[src/rtl/conv_pkg.sv]
// Shared defaults for the convolution datapath and helpers that size the
// adder tree (reduction depth and element count at each level).
package conv_pkg;

    localparam int DATA_WIDTH  = 16;
    localparam int FRAC_BIT    = 8;
    localparam int KERN_DIM    = 5;
    localparam int KERNEL_SIZE = KERN_DIM * KERN_DIM;

    function automatic int calc_levels(input int n);
        return (n <= 1) ? 0 : $clog2(n);
    endfunction

    // Number of elements entering reduction level lvl (level 0 sees all n).
    function automatic int level_count(input int n, input int lvl);
        int c;
        c = n;
        for (int i = 0; i < lvl; i++) c = (c + 1) / 2;
        return c;
    endfunction

endpackage

[src/rtl/adder_level.sv]
// One registered reduction level: adjacent pairs are summed with one bit of
// growth; an odd trailing element is sign-extended and passed through.
module adder_level #(
    parameter  int N_IN  = 2,
    parameter  int W_IN  = 16,
    localparam int N_OUT = (N_IN + 1) / 2,
    localparam int W_OUT = W_IN + 1
) (
    input  logic                   clk,
    input  logic                   rstn,
    input  logic                   ce,
    input  logic [N_IN*W_IN-1:0]   in_data,
    output logic [N_OUT*W_OUT-1:0] out_data
);

    logic [N_OUT*W_OUT-1:0] next_data;

    for (genvar j = 0; j < N_OUT; j++) begin : g_pair
        logic [W_OUT-1:0] a;
        assign a = {in_data[(2*j+1)*W_IN-1], in_data[2*j*W_IN +: W_IN]};
        if (2*j + 1 < N_IN) begin : g_add
            logic [W_OUT-1:0] b;
            assign b = {in_data[(2*j+2)*W_IN-1], in_data[(2*j+1)*W_IN +: W_IN]};
            assign next_data[j*W_OUT +: W_OUT] = a + b;
        end else begin : g_pass
            assign next_data[j*W_OUT +: W_OUT] = a;
        end
    end

    always_ff @(posedge clk or negedge rstn) begin
        if (!rstn)   out_data <= '0;
        else if (ce) out_data <= next_data;
    end

endmodule

[src/rtl/adder_tree.sv]
// Pipelined signed adder tree reducing one convolution window per cycle.
// Define ADDER_TREE_SAT_EN to clamp the result instead of wrapping it.
module adder_tree #(
    parameter int KERNEL_SIZE = conv_pkg::KERNEL_SIZE,
    parameter int DATA_WIDTH  = conv_pkg::DATA_WIDTH,
    parameter int FRAC_BIT    = conv_pkg::FRAC_BIT
) (
    input  logic                              clk,
    input  logic                              rstn,
    input  logic [KERNEL_SIZE*DATA_WIDTH-1:0] products,
    input  logic                              in_valid,
    input  logic                              in_last,
    output logic                              in_ready,
    output logic [DATA_WIDTH-1:0]             sum,
    output logic                              out_valid,
    output logic                              out_last,
    input  logic                              out_ready,
    output logic                              sat_flag
);

    localparam int LEVELS = conv_pkg::calc_levels(KERNEL_SIZE);
    localparam int FULL_W = DATA_WIDTH + LEVELS;

    logic              ce;
    logic [LEVELS:0]   vld_pipe;
    logic [LEVELS:0]   last_pipe;
    logic [FULL_W-1:0] full_sum;
    logic [DATA_WIDTH-1:0] sum_next;

    // Operands and result share one Q format, so no alignment shift exists.
    logic unused_frac;
    assign unused_frac = (FRAC_BIT >= 0);

    assign ce       = !out_valid || out_ready;
    assign in_ready = ce;

    for (genvar l = 0; l < LEVELS; l++) begin : g_lvl
        localparam int N_IN  = conv_pkg::level_count(KERNEL_SIZE, l);
        localparam int W_IN  = DATA_WIDTH + l;
        localparam int N_OUT = (N_IN + 1) / 2;
        logic [N_IN*W_IN-1:0]       din;
        logic [N_OUT*(W_IN+1)-1:0]  dout;
        if (l == 0) begin : g_src
            assign din = products;
        end else begin : g_src
            assign din = g_lvl[l-1].dout;
        end
        adder_level #(.N_IN(N_IN), .W_IN(W_IN)) u_level (
            .clk      (clk),
            .rstn     (rstn),
            .ce       (ce),
            .in_data  (din),
            .out_data (dout)
        );
    end

    assign full_sum = g_lvl[LEVELS-1].dout;

    // Valid and last ride alongside the data; bit LEVELS is the output register.
    always_ff @(posedge clk or negedge rstn) begin
        if (!rstn) begin
            vld_pipe  <= '0;
            last_pipe <= '0;
        end else if (ce) begin
            vld_pipe  <= {vld_pipe[LEVELS-1:0], in_valid};
            last_pipe <= {last_pipe[LEVELS-1:0], in_last};
        end
    end

    assign out_valid = vld_pipe[LEVELS];
    assign out_last  = last_pipe[LEVELS];

`ifdef ADDER_TREE_SAT_EN
    logic [LEVELS:0] top_bits;
    logic            sat_next;

    // In range only when every bit above the result sign bit repeats it.
    assign top_bits = full_sum[FULL_W-1:DATA_WIDTH-1];
    assign sat_next = !((&top_bits) || !(|top_bits));

    always_comb begin
        sum_next = full_sum[DATA_WIDTH-1:0];
        if (sat_next)
            sum_next = full_sum[FULL_W-1] ? {1'b1, {(DATA_WIDTH-1){1'b0}}}
                                          : {1'b0, {(DATA_WIDTH-1){1'b1}}};
    end

    always_ff @(posedge clk or negedge rstn) begin
        if (!rstn)   sat_flag <= 1'b0;
        else if (ce) sat_flag <= sat_next;
    end
`else
    logic unused_hi;
    assign unused_hi = ^full_sum[FULL_W-1:DATA_WIDTH];
    assign sum_next  = full_sum[DATA_WIDTH-1:0];
    assign sat_flag  = 1'b0;
`endif

    always_ff @(posedge clk or negedge rstn) begin
        if (!rstn)   sum <= '0;
        else if (ce) sum <= sum_next;
    end

endmodule

[config.mk]
export PLATFORM = sky130hd
export DESIGN_NAME = adder_tree
export DESIGN_NICKNAME = d
export VERILOG_FILES = /design/src/rtl/conv_pkg.sv /design/src/rtl/adder_level.sv /design/src/rtl/adder_tree.sv
export SDC_FILE = /design/constraint.sdc
export NUM_CORES = 1
export LEC_CHECK = 0
export ABC_AREA = 1
export CAP_MARGIN = 20
export CORE_ASPECT_RATIO = 0.75
export CORE_MARGIN = 5
export CORE_UTILIZATION = 63
export DETAILED_ROUTE_END_ITERATION = 6
export GPL_TIMING_DRIVEN = 0
export PLACE_DENSITY = 0.84
export SLEW_MARGIN = 30
export SYNTH_ARGS = -nofsm -noshare
export SYNTH_HDL_FRONTEND = slang
export SYNTH_SLANG_ARGS = --single-unit
[constraint.sdc]
create_clock -name clk -period 5.3 [get_ports clk]
set_clock_uncertainty 0.05 [all_clocks]
set_input_delay 1.325 -clock clk [delete_from_list [all_inputs] [get_ports clk]]
set_output_delay 1.325 -clock clk [all_outputs]
set_load 0.02 [all_outputs]
### Word-level counts from Yosys, hierarchy flattened

Index checks and enable logic that the tools add are counted.

* reductions and logical operators: 2
* $add $sub $neg: 24

Operators with widths (number)
* adder 16 x 16 -> 17 bit: 12
* adder 17 x 17 -> 18 bit: 6
* adder 18 x 18 -> 19 bit: 3
* adder 16 bit: 2
* adder 19 x 19 -> 20 bit: 1
* zero test 1 bit: 1
* logical OR 1 bit: 1

* bits in registers: 497
* output and inout port bits: 20
* logic and storage cells: 34

### Logic depth before layout (Yosys ltp)

Gate-level depths: netlist (run 1).

* depth after elaboration: 2
* gate-level depth with buffers: 11
* mapped depth without buffers: 11

### Cells and area by module

Synthesis (run 1) repeated with hierarchy kept, for this count alone.

* cell total of the unflattened synthesis: 6571
* area total of the unflattened synthesis: 42629.6 um2

Modules (own cells, without submodules)
* adder_level (g_lvl[0].u_level): area each 19687.6 um2, cells each 3182, instances 1
* adder_level (g_lvl[1].u_level): area each 10152.2 um2, cells each 1521, instances 1
* adder_level (g_lvl[2].u_level): area each 5760.5 um2, cells each 855, instances 1
* adder_level (g_lvl[3].u_level): area each 3779.9 um2, cells each 560, instances 1
* adder_level (g_lvl[4].u_level): area each 2123.3 um2, cells each 330, instances 1
* adder_tree: area each 1126.1 um2, cells each 123, instances 1

### Worst setup path after synthesis (run 1)

OpenSTA, ideal clock, no wires.

* path type: input -> output
* from: input port out_ready
* to: output port in_ready
* data required time: 3.925 ns
* cell stages on the path: 4
* arrival time: 1.876 ns
* path slack: 2.049 ns
* cells stage by stage: nor2_4 -> inv_2 -> buf_2 -> buf_2

* cells in the longest elaborated chain, start to end: 1

Ends and longest elaborated chain
* start, declared: RTL line adder_tree.sv:17 `input logic out_ready,`
* logical OR 1 bit: RTL line adder_tree.sv:34 `assign ce = !out_valid || out_ready;`
* end, declared: RTL line adder_tree.sv:13 `output logic in_ready,`

Every way passes these cells.

### Worst setup path in the final report (run 1)

Ends and elaborated chain as after synthesis.

==> run_results.csv, run 1 <==
group,metric,value,unit
timing,rsz0062_at_grt,"false",
timing,final-setup-viol-count,0,
final_layout,layout-drive-gt1-share,0.02692,
worst_setup_path,cp_data_required_time,3.92,ns
drt,via_count,38892,
worst_setup_path,max_stage_delay,0.58,ns
grt,first_global_vias,36255,
grt,largest_net_degree_at_the_start_of_global_routing,91,
timing,postLayoutSetupSlackWorst,0.5315,ns
drt,route.detailed.wl_per_inst,16.20,µm
clock_tree,tritoncts.num_buffers,46,
clock_tree,clock_latency,0.60,ns
floorplanning,die_area,65880,µm²
final_layout,layout-area-overhead-vs-synth,18.01,%
yosys,cell_area_after_synthesis,38300,µm²
yosys,synth_seq_area_share,0.3005,
grt,grt_util_all_layers,0.3483,
flow_run,max_cap_viol_count,0,
timing,fin_crit_sh,0.8997,
power,finalPower,25.79,mW
worst_setup_path,critPathMaxFanout,10,
clock_tree,htree_levels,2,
floorplanning,core_region_area,60310,µm²
yosys,postSynthRegisterBits,460,
placement,dp_hpwl,94390,µm
floorplanning,start_util,0.6350,
final_layout,finish.cell_count_without_fillers,7263,
worst_setup_path,critPathArrivalTime,3.39,ns
yosys,synth_area_per_cell,6.433,µm²
yosys,post-synth-top-area-fraction,0.3005,
yosys,yosysMostFrequentCell,"nand2_1",
final_layout,fraction_of_the_core_area_covered_by_cells_at_the_end_of_the_flow,0.7494,
placement,placedCellCount,7182,
clock_tree,cts_tree,"built",
clock_tree,clock_pin_slew_reported_for_the_worst_setup_and_hold_paths_after_clock_tree_synthesis,0.07,ns
timing,fin_hold_ws,0.4135,ns
worst_setup_path,worstPathCellList,"clkdlybuf4s50_1 -> nor2_4 -> inv_2 -> buf_2 -> buf_2 -> clkdlybuf4s50_1",
yosys,synthDistinctLibCells,31,
timing,final_report_max_slew_violation_count,0,
timing,slew-limit-headroom,0.3986,
yosys,postSynthCellCount,5954,
clock_tree,clock_tree.buffer_depth,3,
timing,timing_worst_slew_pin_value,0.9021,ns
placement,dp_worst_setup_slack,0.5767,ns
worst_setup_path,type_of_origin_of_the_critical_path,"input port",
yosys,ys.flop_type,"dfrtp_1",
drt,drt_wl_total,117700,µm
clock_tree,cts.repair.resized,0,
timing,maximum_achievable_frequency,209.7,MHz
placement,routabilityCongestion,0.9575,
clock_tree,number_of_clock_sinks,460,
placement,placement.io_buffers,423,
worst_setup_path,cpMaxStageDelayCell,"clkdlybuf4s50_1",
yosys,mappedNetlistNets,6743,
power,worst_ir_drop_vdd,0.3032,mV
yosys,post_synthesis_async_set_or_reset_flop_share,1.000,
drt,viasPerCell,5.355,
drt,antenna_left,0,
worst_setup_path,critical_path.endpoint_type,"output pin",
floorplanning,count_of_boundary_i_o_pins,425,
timing,hold_viol,0,
floorplanning,chipWidth,294.7,µm
power,p_leak,25.60,nW
final_layout,antenna_cells,0,
yosys,synth_common_cells,"nand2_1, inv_1, dfrtp_1, nand3_1, ha_1",
grt,grt_first_pass_wirelength,187500,µm
clock_tree,cts-hold-fix-buffers,0,
outcome,run_status,"completed",
yosys,synth_largest_area_cell,"dfrtp_1",
grt,global_route.overflow_total,0,
floorplanning,die-height,223.5,µm
worst_setup_path,crit_type,"input port to output pin",
drt,detailedRoute.firstIterationViolations,3855,
timing,final_period_minus_worst_setup_slack,4.768,ns
final_layout,n_fill_cell,5031,
yosys,yosys_warnings,0,
grt,initial_antenna_violation_count,3,
drt,route.detailed.drc,0,
power,total_power_divided_by_cell_area,570.7,nW/µm²
min_path,hold_path.class,"flop to flop",
drt,drt-pass1-iter-count,7,
yosys,synth-edff-count,0,
yosys,cells_taking_the_most_area_after_synthesis,"dfrtp_1, nand2_1, ha_1",
clock_tree,cts.repair_timing.setup_buffer_count,0,
clock_tree,clock_tree.root_cell,"clkbuf_16",
final_layout,layout.nets,7219,
worst_setup_path,regToRegSetupSlack,3.08,ns
floorplanning,rows,78,
==> worst max-delay path: cells and delay by family <==
| kind | cells | cell delay (ns) |
|---|---|---|
| buf+inv | 5 | 1.58 |
| simple gates | 1 | 0.46 |
==> final timing paths <==
kind,start,to,depth (start not counted)
max,out_ready,in_ready,6
min reg2reg,last_pipe[1],last_pipe[2],2
min in group asynchronous,rstn,g_lvl[0].u_level.out_data[14],1
max reg2reg,vld_pipe[5],sum[0],5
min,last_pipe[1],last_pipe[2],2
max in group asynchronous,rstn,g_lvl[0].u_level.out_data[191],3
==> sequential cells by signal, summed over array words and instances (netlist names) <==
register and count:
sum 16, last_pipe 6, vld_pipe 6, g_lvl.u_level.out_data 432
==> cells by family after synthesis <==
kind of cell	synth area share
AOI/OAI and AO/OA	0.04332
xor gates and xnor gates	0.03247
adders and majority gates	0.1301
buffers and inverters	0.1066
DFF	0.3005
other	0.00009791
and+or+nand+nor	0.3868
==> routing by layer <==
layer	GRT usage	wire (µm)	vias to the layer above	share of wire
met4	0.08013	2847	0	0.024
met1	0.5256	53960	17794	0.46
met5	0	0	-	0
li1	-	-	19353	-
met3	0.05214	10300	193	0.088
met2	0.5329	50580	1552	0.43
==> power breakdown <==
| part | internal [mW] | switching (mW) | total [mW] | leakage (nW) |
|---|---|---|---|---|
| clock | 1.92 | 1.45 | 3.37 | 0.744 |
| combinational | 5.84 | 10.1 | 15.9 | 19.4 |
| sequential | 5.21 | 1.31 | 6.52 | 5.45 |
==> area by class of cell <==
cell class	count	area (µm²)	area share
repair buffers	428	4377	0.09684
clock buffers	62	1303	0.02882
inverters	887	3329	0.07366
multi-input cells	4505	22710	0.5024
clock inverters	19	214.0	0.004734
plain buffers	102	755.7	0.01672
flip-flops and latches	460	11510	0.2547
well taps	800	1001	0.02215
==> placed cells by master, fill, tap and decap left out, types with 2 or more instances in the layout <==
master / n
or2_0: 47
buf_6: 35
o21ai_1: 29
xor2_1: 24
clkinvlp_4: 3
buf_16: 5
fa_1: 24
xnor2_1: 118
nor3_1: 72
clkinv_2: 9
or2_1: 2
nand3b_1: 72
clkbuf_2: 3
nand3_1: 408
nand2_1: 2731
inv_1: 886
clkbuf_8: 7
inv_6: 2
clkbuf_1: 19
nor2_1: 265
clkbuf_16: 47
nand4_1: 24
clkdlybuf4s50_1: 422
bufinv_16: 4
ha_1: 360
a21oi_1: 169
dfrtp_1: 460
buf_2: 37
buf_4: 16
and2_1: 23
o21ai_0: 131
==> metrics by stage <==
step / instance area (µm²) / setup TNS [ns]
6_report: 45200 / 0
5_1_grt: 45200 / 0
4_1_cts: 45200 / 0
3_5_place_dp: 43680 / 0
3_3_place_gp: 43540 / -7723.46
2_1_floorplan: 38300 / 0
No activity file was read; power rests on OpenSTA's default activity.
==> inputs of run 2 (changes only) <==
SKIP_LAST_GASP = 1   (was not set)
==> results of run 2 <==
The final DEF is identical to that of run 1; final timing and power are the same.
